**config.mk**
```make
export PLATFORM = sky130hd
export DESIGN_NAME = rgmii_rx
export DESIGN_NICKNAME = d
export VERILOG_FILES = /design/src/rtl/rgmii_rx_pkg.sv /design/src/rtl/rgmii_rx_iddr.sv /design/src/rtl/rgmii_rx.sv
export SDC_FILE = /design/constraint.sdc
export NUM_CORES = 1
export LEC_CHECK = 0
export BUFFER_PORTS_ARGS = -buffer_cell sky130_fd_sc_hd__buf_2
export CORE_MARGIN = 10
export CORE_UTILIZATION = 59
export DETAILED_ROUTE_END_ITERATION = 16
export PLACE_DENSITY_LB_ADDON = 0.25
export SLEW_MARGIN = 10
export SYNTH_ARGS = -nofsm -noshare
export SYNTH_HDL_FRONTEND = slang
export SYNTH_SLANG_ARGS = --single-unit
```
**constraint.sdc**
```tcl
create_clock -name gmii_rx_clk -period 6.3 [get_ports gmii_rx_clk]
set_input_delay 1.575 -clock gmii_rx_clk [delete_from_list [all_inputs] [get_ports gmii_rx_clk]]
set_output_delay 1.575 -clock gmii_rx_clk [all_outputs]
set_load 0.05 [all_outputs]
```
**src/rtl/rgmii_rx_pkg.sv**
```systemverilog
// Shared definitions for the RGMII receive path: frame FSM encoding,
// preamble/SFD byte values, in-band status speed codes and filter depth.
package rgmii_rx_pkg;

    // Frame tracking states, evaluated on the reassembled GMII byte stream.
    typedef enum logic [1:0] {
        ST_IDLE     = 2'd0,
        ST_PREAMBLE = 2'd1,
        ST_DATA     = 2'd2,
        ST_DISCARD  = 2'd3
    } rx_state_t;

    localparam logic [7:0] PREAMBLE_BYTE = 8'h55;
    localparam logic [7:0] SFD_BYTE      = 8'hD5;

    // In-band status speed codes carried in rxd[2:1] during inter-frame gaps.
    localparam logic [1:0] SPEED_10M   = 2'b00;
    localparam logic [1:0] SPEED_100M  = 2'b01;
    localparam logic [1:0] SPEED_1000M = 2'b10;
    localparam logic [1:0] SPEED_RSVD  = 2'b11;

    // Number of identical consecutive qualifying candidates before the
    // status outputs follow a new value.
    localparam int STATUS_STABLE_CNT = 4;

    // Payload length counter saturates here instead of wrapping.
    localparam logic [15:0] FRAME_LEN_MAX = 16'hFFFF;

    // In-band status nibble layout: {duplex, speed[1:0], link}.
    typedef struct packed {
        logic       duplex;
        logic [1:0] speed;
        logic       link;
    } inband_status_t;

    // Reinterpret a status nibble as its named fields.
    function automatic inband_status_t decode_status(input logic [3:0] nib);
        return inband_status_t'(nib);
    endfunction

    // Only the three defined speed codes are accepted as status.
    function automatic logic speed_is_valid(input logic [1:0] speed);
        logic ok;
        ok = 1'b0;
        case (speed)
            SPEED_10M, SPEED_100M, SPEED_1000M: ok = 1'b1;
            SPEED_RSVD:                         ok = 1'b0;
            default:                            ok = 1'b0;
        endcase
        return ok;
    endfunction

endpackage

```
**src/rtl/rgmii_rx_iddr.sv**
```systemverilog
// One-bit DDR input capture. The rising-edge sample and the falling-edge
// sample of the same clock period are presented together on the following
// rising edge (same-edge pipelined arrangement), so downstream logic only
// ever sees a rising-edge-aligned pair.
module rgmii_rx_iddr #(
    parameter int USE_VENDOR_IDDR = 1
) (
    input  logic i_clk,
    input  logic i_rst,
    input  logic i_d,
    output logic o_q_rise,
    output logic o_q_fall
);

    generate
        if (USE_VENDOR_IDDR != 0) begin : g_vendor
            // Pad flops are marked for I/O-cell placement so the tool packs
            // them into the device input DDR register pair; the retiming
            // flops behind them complete the same-edge pipelined form.
            (* IOB = "TRUE" *) logic r_pad_rise;
            (* IOB = "TRUE" *) logic r_pad_fall;
            logic r_q_rise;
            logic r_q_fall;

            // Rising-edge pad capture.
            always_ff @(posedge i_clk or posedge i_rst) begin
                if (i_rst) r_pad_rise <= 1'b0;
                else       r_pad_rise <= i_d;
            end

            // Falling-edge pad capture.
            always_ff @(negedge i_clk or posedge i_rst) begin
                if (i_rst) r_pad_fall <= 1'b0;
                else       r_pad_fall <= i_d;
            end

            // Present both samples of one period together on the next rising edge.
            always_ff @(posedge i_clk or posedge i_rst) begin
                if (i_rst) begin
                    r_q_rise <= 1'b0;
                    r_q_fall <= 1'b0;
                end else begin
                    r_q_rise <= r_pad_rise;
                    r_q_fall <= r_pad_fall;
                end
            end

            assign o_q_rise = r_q_rise;
            assign o_q_fall = r_q_fall;
        end else begin : g_behav
            logic r_rise;
            logic r_fall;
            logic r_q_rise;
            logic r_q_fall;

            // Behavioural rising-edge sample.
            always_ff @(posedge i_clk or posedge i_rst) begin
                if (i_rst) r_rise <= 1'b0;
                else       r_rise <= i_d;
            end

            // Behavioural falling-edge sample.
            always_ff @(negedge i_clk or posedge i_rst) begin
                if (i_rst) r_fall <= 1'b0;
                else       r_fall <= i_d;
            end

            // Realign the pair onto the rising edge.
            always_ff @(posedge i_clk or posedge i_rst) begin
                if (i_rst) begin
                    r_q_rise <= 1'b0;
                    r_q_fall <= 1'b0;
                end else begin
                    r_q_rise <= r_rise;
                    r_q_fall <= r_fall;
                end
            end

            assign o_q_rise = r_q_rise;
            assign o_q_fall = r_q_fall;
        end
    endgenerate

endmodule

```
**src/rtl/rgmii_rx.sv**
```systemverilog
// RGMII receiver: DDR capture to GMII byte stream, in-band link status
// filtering and a small frame tracker reporting SFD, payload and length.
// Everything runs on the received clock; reset assertion is asynchronous
// and its release is assumed already synchronized to gmii_rx_clk.
module rgmii_rx
    import rgmii_rx_pkg::*;
#(
    parameter int USE_VENDOR_IDDR = 1
) (
    input  logic        gmii_rx_clk,
    input  logic        rst,
    input  logic        rgmii_rx_ctl,
    input  logic [3:0]  rgmii_rxd,
    output logic [7:0]  gmii_rxd,
    output logic        gmii_rx_dv,
    output logic        gmii_rx_er,
    output logic        payload_valid,
    output logic        frame_start,
    output logic        frame_done,
    output logic [15:0] frame_len,
    output logic        frame_err,
    output logic        link_up,
    output logic [1:0]  link_speed,
    output logic        full_duplex
);

    // Counter value reached on the last of the required identical candidates.
    localparam logic [1:0] STATUS_CNT_LAST = 2'(STATUS_STABLE_CNT - 1);

    // Bit 4 carries ctl, bits 3:0 carry rxd through the capture cells.
    logic [4:0] w_pins;
    logic [4:0] w_q_rise;
    logic [4:0] w_q_fall;

    assign w_pins = {rgmii_rx_ctl, rgmii_rxd};

    genvar gi;
    generate
        for (gi = 0; gi < 5; gi++) begin : g_iddr
            rgmii_rx_iddr #(
                .USE_VENDOR_IDDR (USE_VENDOR_IDDR)
            ) u_iddr (
                .i_clk    (gmii_rx_clk),
                .i_rst    (rst),
                .i_d      (w_pins[gi]),
                .o_q_rise (w_q_rise[gi]),
                .o_q_fall (w_q_fall[gi])
            );
        end
    endgenerate

    // Aligned pair of one rxc period.
    logic       w_ctl_r;
    logic       w_ctl_f;
    logic [3:0] w_rxd_r;
    logic [3:0] w_rxd_f;
    logic [7:0] w_byte;
    logic       w_dv;
    logic       w_er;

    assign w_ctl_r = w_q_rise[4];
    assign w_ctl_f = w_q_fall[4];
    assign w_rxd_r = w_q_rise[3:0];
    assign w_rxd_f = w_q_fall[3:0];
    assign w_byte  = {w_rxd_f, w_rxd_r};
    assign w_dv    = w_ctl_r;
    assign w_er    = w_ctl_r ^ w_ctl_f;

    // ------------------------------------------------------------------
    // GMII output registers
    // ------------------------------------------------------------------
    logic [7:0] r_gmii_rxd;
    logic       r_gmii_rx_dv;
    logic       r_gmii_rx_er;

    // Register the reassembled byte and the decoded DV/ER.
    always_ff @(posedge gmii_rx_clk or posedge rst) begin
        if (rst) begin
            r_gmii_rxd   <= 8'h00;
            r_gmii_rx_dv <= 1'b0;
            r_gmii_rx_er <= 1'b0;
        end else begin
            r_gmii_rxd   <= w_byte;
            r_gmii_rx_dv <= w_dv;
            r_gmii_rx_er <= w_er;
        end
    end

    // ------------------------------------------------------------------
    // In-band status filter
    // ------------------------------------------------------------------
    // A candidate exists only in a clean inter-frame gap where both nibbles
    // repeat the same status code.
    logic           w_status_qualify;
    inband_status_t w_cand;
    logic [1:0]     w_cnt_inc;

    inband_status_t r_cand;
    logic [1:0]     r_stable_cnt;
    logic           r_link_up;
    logic [1:0]     r_link_speed;
    logic           r_full_duplex;

    assign w_status_qualify = !w_ctl_r && !w_ctl_f && (w_rxd_r == w_rxd_f);
    assign w_cand           = decode_status(w_rxd_r);
    assign w_cnt_inc        = (r_stable_cnt == 2'd3) ? 2'd3 : (r_stable_cnt + 2'd1);

    // Track how long the same candidate has repeated and commit it once stable.
    // A reserved speed code is stored as the candidate so the next valid code
    // always compares unequal and starts a fresh run.
    always_ff @(posedge gmii_rx_clk or posedge rst) begin
        if (rst) begin
            r_cand        <= '0;
            r_stable_cnt  <= 2'd0;
            r_link_up     <= 1'b0;
            r_link_speed  <= SPEED_10M;
            r_full_duplex <= 1'b0;
        end else if (w_status_qualify) begin
            if (!speed_is_valid(w_cand.speed) || (w_cand != r_cand)) begin
                r_cand       <= w_cand;
                r_stable_cnt <= 2'd0;
            end else begin
                r_stable_cnt <= w_cnt_inc;
                if (w_cnt_inc == STATUS_CNT_LAST) begin
                    r_link_up     <= w_cand.link;
                    r_link_speed  <= w_cand.speed;
                    r_full_duplex <= w_cand.duplex;
                end
            end
        end
    end

    // ------------------------------------------------------------------
    // Frame tracker
    // ------------------------------------------------------------------
    // The FSM decodes the aligned pair in parallel with the GMII output
    // registers, so its registered pulses line up with the byte they refer
    // to on gmii_rxd.
    rx_state_t   r_state;
    logic        r_payload_valid;
    logic        r_frame_start;
    logic        r_frame_done;
    logic [15:0] r_frame_len;
    logic        r_frame_err;

    // Frame FSM with registered pulse, length and error outputs.
    always_ff @(posedge gmii_rx_clk or posedge rst) begin
        if (rst) begin
            r_state         <= ST_IDLE;
            r_payload_valid <= 1'b0;
            r_frame_start   <= 1'b0;
            r_frame_done    <= 1'b0;
            r_frame_len     <= 16'h0000;
            r_frame_err     <= 1'b0;
        end else begin
            r_payload_valid <= 1'b0;
            r_frame_start   <= 1'b0;
            r_frame_done    <= 1'b0;
            case (r_state)
                ST_IDLE: begin
                    if (w_dv) begin
                        r_state <= (w_byte == PREAMBLE_BYTE) ? ST_PREAMBLE : ST_DISCARD;
                    end
                end
                ST_PREAMBLE: begin
                    if (!w_dv) begin
                        // Preamble with no SFD is not a frame: no completion pulse.
                        r_state <= ST_IDLE;
                    end else if (w_byte == PREAMBLE_BYTE) begin
                        r_state <= ST_PREAMBLE;
                    end else if (w_byte == SFD_BYTE) begin
                        r_state       <= ST_DATA;
                        r_frame_start <= 1'b1;
                        r_frame_len   <= 16'h0000;
                        r_frame_err   <= 1'b0;
                    end else begin
                        r_state <= ST_DISCARD;
                    end
                end
                ST_DATA: begin
                    if (w_dv) begin
                        r_payload_valid <= 1'b1;
                        if (r_frame_len != FRAME_LEN_MAX) begin
                            r_frame_len <= r_frame_len + 16'd1;
                        end
                        if (w_er) begin
                            r_frame_err <= 1'b1;
                        end
                    end else begin
                        // Any DV gap ends the frame; length/error hold until the next SFD.
                        r_state      <= ST_IDLE;
                        r_frame_done <= 1'b1;
                    end
                end
                ST_DISCARD: begin
                    if (!w_dv) begin
                        r_state <= ST_IDLE;
                    end
                end
                default: begin
                    r_state <= ST_IDLE;
                end
            endcase
        end
    end

    assign gmii_rxd      = r_gmii_rxd;
    assign gmii_rx_dv    = r_gmii_rx_dv;
    assign gmii_rx_er    = r_gmii_rx_er;
    assign payload_valid = r_payload_valid;
    assign frame_start   = r_frame_start;
    assign frame_done    = r_frame_done;
    assign frame_len     = r_frame_len;
    assign frame_err     = r_frame_err;
    assign link_up       = r_link_up;
    assign link_speed    = r_link_speed;
    assign full_duplex   = r_full_duplex;

endmodule

```
==> metrics <==
outcome finished clean; Final Max Slew Viols 0; Bufs on Longest Clock Path 2; total power draw 898.1 uW; final setup fails 0; Distinct cells, synth between 40 and 50; Core Rows 23; XOR/XNOR Fraction of Synth Area 0.02543; relative slew slack 0.5096; clock buffer count from CTS 9; sum of negative setup slack 0 ns; post-CTS setup buffers 0; largest net degree at the start of global routing 25; Setup crit end kind flip-flop; Post-synth EDFFs 0; final design utilization 0.7215; die width 83.93 um; final WL 4.712 mm; Post-Place Cell Area 2674 um^2; CP Max Fanout 2; H-Tree Level Count 3; DPL Wire Length around 3.4 mm; Die H 83.93 um; worst setup margin 1.645 ns; Setup Crit Path Kind input pin to flip-flop; cell count after synthesis 193; post-route DRC violation count 0; core footprint 3971 um^2; endpoints failing hold 0; Worst Skew 0.009615 ns; post-synthesis adder-cell area fraction 0.01038; die area 7043 um^2; CTS tree done; Avg Synthesized Cell Area 12.49 um^2; Max VDD drop 0.2416 mV; Simple-Gate Fraction of Synth Area 0.1469; CP bufs+invs 1; wire length per cell 15.81 um; Post-synth ARST share 1.000; Place WS 1.256 ns; critical path startpoint category input pin; RSZ-0062 raised after global routing no; Worst EP arrival 1.68 ns; GRT Overall Usage 0.1446; PD cells 313.4 nW/um^2; hold buffers post-CTS 0; vias in the first global route roughly 1.7k; Slowest-stage cell, CP buf_2; number of synthesized register bits 62; Initial Util 0.6071; count of input and output buffers 40; Final ANT Viol Nets 0; WP data required 3.32 ns; Pre-antenna DRT Iters 4; complex-gate fraction of the synthesized area 0.1017; Final Cell Area 2865 um^2; CTS root buffer clkbuf_8; Pleak 1.381 nW; CTS Sinks 62; total gr overflow 0; Main synth FF type dfrtp_1; RePlAce Congestion 0.8595; post-synthesis sequential area ratio 0.6435; antenna cells 0; main combinational cell family by area after synthesis simple AND/OR/NAND/NOR gates; Post-Synthesis Cell Area 2411 um^2; max-cap violation count 0; Crit path max-delay family buffers and inverters; global-route wire length before repair around 8.3 mm; Reg clk slew, reported paths ~0.07 ns; Synth Net Count 202; Area Growth Syn to Fin 18.84%; mux cell area share after synthesis 0.05656; worst-path cell chain buf_2; antenna violations before repair 0; routed via count 1,651; worst skew pair latency 0.33 ns; share of cells above drive strength 1 0.2984; worst hold path type flip-flop to flip-flop; cts repair resizes 0; top-level port count just over 40; Slowest Stage Delay on Critical Path 0.10 ns; YS warnings 0; net total in the final layout 252; vias per cell 5.540; worst slew pin tran around 0.73 ns; DR iter-0 viols ~170
cell type report:
cell class / count / area (um^2)
well taps: 50 / 62.56
clock inverters: 6 / 63.81
multi-input cells: 122 / 822.0
inverters: 6 / 22.52
clock buffers: 10 / 127.6
repair buffers: 42 / 215.2
fillers: 298 / 1106
flip-flops and latches: 62 / 1551
cells in the final DEF (no fill, tap or decap), drive strengths merged, types with 5 or more instances in the layout:
master	synthesis	final
a21oi	14	14
and3	6	6
buf	1	42
clkbuf	2	10
dfrtn	5	5
dfrtp	57	57
inv	6	6
mux2	9	9
nand2	12	12
nand3	6	6
nand4	5	5
nor2	15	15
o21ai	17	17
cell families (layout without fill, tap and decap cells):
| group | Yosys count | after routing |
|---|---|---|
| buf+inv | 9 | 64 |
| simple gates | 60 | 60 |
| compound gates | 42 | 42 |
| fa+ha+maj | 2 | 2 |
| mux | 11 | 11 |
| xor+xnor | 7 | 7 |
| flops | 62 | 62 |
synth_stat cells, types with 2 or more instances:
master	number	area (um^2)
dfrtp_1	57	1426
a21oi_1	14	70.07
nor2_1	14	52.55
o21ai_0	14	70.07
nand2_1	12	45.04
and3_1	6	37.54
inv_1	6	22.52
dfrtn_1	5	125.1
mux2_2	5	56.30
nand3_1	5	25.02
nand4_1	5	31.28
mux2_4	4	60.06
xnor2_1	4	35.03
o21ai_1	3	15.01
xor2_1	3	26.28
a31oi_1	2	12.51
and2_1	2	12.51
and4_1	2	17.52
clkbuf_1	2	7.510
ha_1	2	25.02
mux2i_1	2	20.02
nand4bb_1	2	22.52
nor2b_1	2	12.51
nor3_2	2	20.02
o31ai_1	2	15.01
where the power goes:
group	leakage (nW)	total, mW	internal [mW]	switching [mW]
Sequential	0.774	0.456	0.429	0.0270
Combinational	0.515	0.111	0.0372	0.0734
Clock	0.0923	0.332	0.182	0.150
Total	1.38	0.898	0.648	0.251
registers in the layout, indices dropped and copies added, names as in the netlist:
signal	count
payload_valid	1
r_state	2
gmii_rx_er	1
gmii_rx_dv	1
g_iddr.u_iddr.o_q_fall	5
frame_err	1
link_up	1
frame_len	16
r_stable_cnt	2
link_speed	2
g_iddr.u_iddr.g_vendor.r_pad_rise	5
g_iddr.u_iddr.o_q_rise	5
full_duplex	1
r_cand	4
g_iddr.u_iddr.g_vendor.r_pad_fall	5
frame_done	1
frame_start	1
gmii_rxd	8
per-layer routing:
metal,track usage,up-vias,share of wire
met4,0.05784,0,0.022
met3,0.06152,11,0.082
met1,0.1797,787,0.44
met5,0,-,0
met2,0.2160,64,0.45
li1,-,789,-
worst paths after layout:
kind                                                                startpoint                                              to  slack [ns]  depth (start not counted)
worst min register to register  g_iddr[2].u_iddr.g_vendor.r_pad_rise$_DFF_PP0_             g_iddr[2].u_iddr.o_q_rise$_DFF_PP0_        0.35                          0
worst max-delay path                                              rgmii_rxd[0]  g_iddr[0].u_iddr.g_vendor.r_pad_fall$_DFF_NP0_        1.64                          1
worst min-delay path            g_iddr[2].u_iddr.g_vendor.r_pad_rise$_DFF_PP0_             g_iddr[2].u_iddr.o_q_rise$_DFF_PP0_        0.35                          0
min in group asynchronous                                                  rst  g_iddr[0].u_iddr.g_vendor.r_pad_rise$_DFF_PP0_        1.25                          2
max in group asynchronous                                                  rst  g_iddr[2].u_iddr.g_vendor.r_pad_fall$_DFF_NP0_        1.65                          2
worst max register to register  g_iddr[0].u_iddr.g_vendor.r_pad_fall$_DFF_NP0_             g_iddr[0].u_iddr.o_q_fall$_DFF_PP0_        2.71                          0
metrics by stage:
stage          hold slack [ns]  std cells
3_5_place_dp            0.3347        282
5_1_grt                 0.3724        298
3_3_place_gp            0.3351        282
6_report                0.3465        298
2_1_floorplan           0.3312        193
4_1_cts                 0.3481        298
(Power assumes the default switching activity.)
